--- src/rtl/s3g_rx_core.sv ---
// S3G host-protocol receive framer: start-byte hunt, length/payload capture,
// CRC-8 (Maxim, reflected 0x8C) check, and a random-read payload buffer.
//
// state   | meaning
// --------+-----------------------------------------------
// IDLE    | hunting for the start byte
// LEN     | next byte is the payload length
// PAYLOAD | storing payload bytes and folding them into crc
// CRC     | next byte is compared against the running crc
module s3g_rx_core #(
    parameter int         MAX_PAYLOAD = 32,
    parameter logic [7:0] START_BYTE  = 8'hD5
) (
    input  logic       clk,
    input  logic       rst,
    input  logic [7:0] rx_data,
    input  logic       rx_done,
    input  logic [4:0] rd_addr,
    output logic [7:0] rd_data,
    output logic       pkt_valid,
    output logic [5:0] pkt_len,
    output logic       crc_error,
    output logic       len_error,
    output logic       busy
);

    typedef enum logic [1:0] {IDLE, LEN, PAYLOAD, CRC} state_t;

    localparam logic [7:0] MAX_LEN = 8'(MAX_PAYLOAD);

    state_t     state, state_nxt;
    logic [5:0] len_q, len_nxt;
    logic [5:0] idx_q, idx_nxt;
    logic [5:0] pkt_len_q, pkt_len_nxt;
    logic [7:0] crc_q, crc_nxt;
    logic       valid_nxt, crc_err_nxt, len_err_nxt, wr_en;
    logic [7:0] mem [MAX_PAYLOAD];

    // One full byte of the reflected CRC-8, unrolled so a byte fits in one cycle.
    function automatic logic [7:0] crc8_step(input logic [7:0] crc_in, input logic [7:0] data);
        logic [7:0] c;
        c = crc_in ^ data;
        for (int i = 0; i < 8; i++) begin
            c = c[0] ? ((c >> 1) ^ 8'h8C) : (c >> 1);
        end
        return c;
    endfunction

    always_ff @(posedge clk) begin
        if (rst) begin
            state     <= IDLE;
            len_q     <= '0;
            idx_q     <= '0;
            crc_q     <= '0;
            pkt_len_q <= '0;
            pkt_valid <= 1'b0;
            crc_error <= 1'b0;
            len_error <= 1'b0;
        end else begin
            state     <= state_nxt;
            len_q     <= len_nxt;
            idx_q     <= idx_nxt;
            crc_q     <= crc_nxt;
            pkt_len_q <= pkt_len_nxt;
            pkt_valid <= valid_nxt;
            crc_error <= crc_err_nxt;
            len_error <= len_err_nxt;
        end
    end

    always_comb begin
        state_nxt   = state;
        len_nxt     = len_q;
        idx_nxt     = idx_q;
        crc_nxt     = crc_q;
        pkt_len_nxt = pkt_len_q;
        valid_nxt   = 1'b0;
        crc_err_nxt = 1'b0;
        len_err_nxt = 1'b0;
        wr_en       = 1'b0;
        if (rx_done) begin
            case (state)
                IDLE: begin
                    if (rx_data == START_BYTE) state_nxt = LEN;
                end
                LEN: begin
                    len_nxt = rx_data[5:0];
                    idx_nxt = '0;
                    crc_nxt = '0;
                    if (rx_data > MAX_LEN) begin
                        len_err_nxt = 1'b1;
                        state_nxt   = IDLE;
                    end else if (rx_data == 8'h00) begin
                        state_nxt = CRC;
                    end else begin
                        state_nxt = PAYLOAD;
                    end
                end
                PAYLOAD: begin
                    wr_en   = 1'b1;
                    crc_nxt = crc8_step(crc_q, rx_data);
                    idx_nxt = idx_q + 6'd1;
                    if (idx_q + 6'd1 == len_q) state_nxt = CRC;
                end
                CRC: begin
                    if (rx_data == crc_q) begin
                        pkt_len_nxt = len_q;
                        valid_nxt   = 1'b1;
                    end else begin
                        crc_err_nxt = 1'b1;
                    end
                    state_nxt = IDLE;
                end
                default: state_nxt = IDLE;
            endcase
        end
    end

    // Buffer is deliberately left out of reset; reads see the pre-edge contents.
    always_ff @(posedge clk) begin
        if (wr_en) mem[idx_q[4:0]] <= rx_data;
    end

    assign rd_data = mem[rd_addr];
    assign pkt_len = pkt_len_q;
    assign busy    = (state != IDLE);

endmodule

--- config.mk ---
export PLATFORM = sky130hd
export DESIGN_NAME = s3g_rx_core
export DESIGN_NICKNAME = d
export VERILOG_FILES = /design/src/rtl/s3g_rx_core.sv
export SDC_FILE = /design/constraint.sdc
export NUM_CORES = 1
export LEC_CHECK = 0
export CORE_UTILIZATION = 45
export DETAILED_ROUTE_END_ITERATION = 8
export SETUP_SLACK_MARGIN = 0.1
export SYNTH_ARGS = -nofsm -noshare
export SYNTH_HDL_FRONTEND = slang
export SYNTH_SLANG_ARGS = --single-unit
--- constraint.sdc ---
create_clock -name clk -period 7 [get_ports clk]
set_clock_uncertainty 0.1 [all_clocks]
set_input_delay 2.1 -clock clk [delete_from_list [all_inputs] [get_ports clk]]
set_output_delay 2.1 -clock clk [all_outputs]
set_load 0.01 [all_outputs]
==> flow_metrics.env <==
export IMPL_avgSynthCellArea_um2=19.01
export IMPL_fin_ws_ns=0.3176
export IMPL_place_detailed_hpwl_um=15660
export IMPL_stdcell_count=1014
export IMPL_viasPerCell=5.737
export IMPL_ioPinCount=34
export IMPL_clock_latency_ns=0.54
export IMPL_cts_sinks=287
export IMPL_cts_tree="built"
export IMPL_cp_arrival_ns=4.48
export IMPL_post_route_cells_drive_above_1_share=0.2325
export IMPL_yosysSeqAreaShare=0.7152
export IMPL_slew_violations=0
export IMPL_cellPowerDensity_nw_per_um2=270.5
export IMPL_die_h_um=162.7
export IMPL_path_cells="buf_4, buf_4, mux4_2, mux4_2, mux2_2, clkdlybuf4s50_1"
export IMPL_postCtsSetupRepairBufs=0
export IMPL_place_gp_congestion=0.7714
export IMPL_post_place_ws_ns=0.2641
export IMPL_hold_ws_ns=0.3843
export IMPL_period_minus_slack_ns=6.682
export IMPL_yosysWarnings=0
export IMPL_postRouteWirelength_um=24900
export IMPL_setup_viol=0
export IMPL_start_util=0.4600
export IMPL_p_leak_uw=0.004171
export IMPL_grt_pass1_vias=6061
export IMPL_area_growth_syn_to_layout_pct=15.07
export IMPL_required_ns=4.80
export IMPL_cts_resized=0
export IMPL_crit_family="multiplexers"
export IMPL_antenna_found_initial=0
export IMPL_synth_fp_nets=635
export IMPL_hold_violations=0
export IMPL_synth_edf_count=256
export IMPL_grt_max_degree=65
export IMPL_holdBufCountCts=0
export IMPL_period_share=0.9546
export IMPL_diodes=0
export IMPL_ys_ff_latch=287
export IMPL_die_x_um=162.7
export IMPL_grt_first_pass_wirelength_um=37870
export IMPL_hold_class="reg -> reg"
export IMPL_critPathMaxStageDelay_ns=0.57
export IMPL_path_clk_slew_ns=0.06
export IMPL_worstMarginPinSlew_ns=1.055
export IMPL_setup_tns_ns=0
export IMPL_rows=58
export IMPL_synth_cell_type_count=50
export IMPL_dieArea_um2=26460
export IMPL_port_buffers=33
export IMPL_core_um2=25250
export IMPL_first_pass_iters=5
export IMPL_maxCapViolations=0
export IMPL_cts_made_buffers=30
export IMPL_synth_cells=611
export IMPL_endpoint_kind="output pin"
export IMPL_syn_area_um2=11620
export IMPL_nNetsFinal=686
export IMPL_relSlewSlack=0.2942
export IMPL_fmax_ghz=0.1496
export IMPL_dr_first_iter_drc_count=535
export IMPL_wl_per_cell_um=24.55
export IMPL_numPlacedInstances=960
export IMPL_run_status="complete, no violations"
export IMPL_ant_nets=0
export IMPL_drc=0
export IMPL_rsz0062_at_grt="no"
export IMPL_ir_worst_vdd_mv=0.2043
export IMPL_synth_ff_type="edfxtp_1"
export IMPL_grtUsageTotal=0.1958
export IMPL_dr_total_vias=5817
export IMPL_crit_slowest_cell="mux4_2"
export IMPL_path_max_fanout=14
export IMPL_cts_root_buf="clkbuf_16"
export IMPL_cts_max_level=1
export IMPL_ys_async_sr_fraction=0
export IMPL_crit_type="in -> out"
export IMPL_utilization=0.5293
export IMPL_mostFrequentLayoutCells="edfxtp_1, mux4_2, nor2_1"
export IMPL_crit_buf_inv=3
export IMPL_final_common_cell="edfxtp_1"
export IMPL_grt_overflow_total=0
export IMPL_startpoint_type="primary input"
export IMPL_clk_path_buf_depth=3
-- layer usage --
layer  vias to the layer above  share of wire  track usage
met5                         -              0            0
met2                       180           0.49       0.3170
met1                      3023           0.44       0.2831
li1                       2581              -            -
met3                        33          0.052      0.02954
met4                         0          0.015      0.04163
-- cells in the mapped netlist, types with 2 or more instances --
library cell  number  share of area
edfxtp_1         256           0.66
mux4_2            80           0.16
nor2_1            46          0.015
dfxtp_1           31          0.053
nand3_1           19         0.0082
xnor2_1           18          0.014
clkbuf_1          17         0.0055
nand2_1           15         0.0048
a21oi_1           14         0.0060
buf_1              9         0.0029
ha_1               8         0.0086
inv_1              8         0.0026
mux2_2             8         0.0078
nor3_1             8         0.0034
mux2i_1            7         0.0060
buf_4              6         0.0039
xor2_1             5         0.0038
a22oi_1            4         0.0026
and3_1             4         0.0022
nor4b_1            4         0.0030
a31oi_1            3         0.0016
nand3b_1           3         0.0019
nand4_1            3         0.0016
o21ai_0            3         0.0013
a211oi_1           2         0.0013
a21o_1             2         0.0013
nor4_1             2         0.0011
o21ba_2            2         0.0017
o31ai_1            2         0.0013
or4_1              2         0.0013
-- flip-flops by register name (all words and copies together) (netlist names), named ones only --
name,flops
mem,256
crc_q,8
idx_q,6
len_q,6
pkt_len,6
crc_error,1
len_error,1
pkt_valid,1
state,1
-- final timing paths --
path	cells after the start	from	slack [ns]	to
hold reg to reg	2	len_q[0]	0.38	len_q[0]
setup / recovery	6	rd_addr[0]	0.32	rd_data[2]
setup reg to reg	3	idx_q[0]	4.37	mem[3][2]
hold / removal	2	len_q[0]	0.38	len_q[0]
-- worst min-delay path, cell delays in order, from the launching register on --
cell and delay (ns):
dfxtp_1 0.33, nand2_1 0.06, a21oi_1 0.05
-- power by group --
part,internal (µW),switching (µW)
registers,1860,0.140
logic,84.3,97.9
clock network,950,621
-- kinds of logic after synthesis --
group                    after synthesis  share of synthesized area
AO/OA/AOI/OAI                         40                    0.02348
XOR/XNOR                              24                    0.01928
multiplexers                          95                     0.1689
flip-flops                           287                     0.7152
adder cells (fa/ha/maj)                8                   0.008617
buffers and inverters                 42                    0.01626
AND/OR/NAND/NOR                      115                    0.04826
-- stage by stage --
step / total power [µW] / cell area [µm²]
global placement: 2081 / 12380
CTS: 3645 / 13370
global route: 3719 / 13370
finish: 3616 / 13370
detailed placement: 2084 / 12380
floorplan: 2001 / 11620
-- cell type report --
| cell class | count | area, µm² |
|---|---|---|
| flip-flops and latches | 287 | 8308 |
| fillers | 1973 | 11890 |
| well taps | 330 | 412.9 |
| clock buffers | 36 | 794.5 |
| multi-input cells | 282 | 3119 |
| clock inverters | 18 | 191.4 |
| repair buffers | 53 | 510.5 |
| inverters | 8 | 30.03 |
Power figures use the tool's default switching activity.
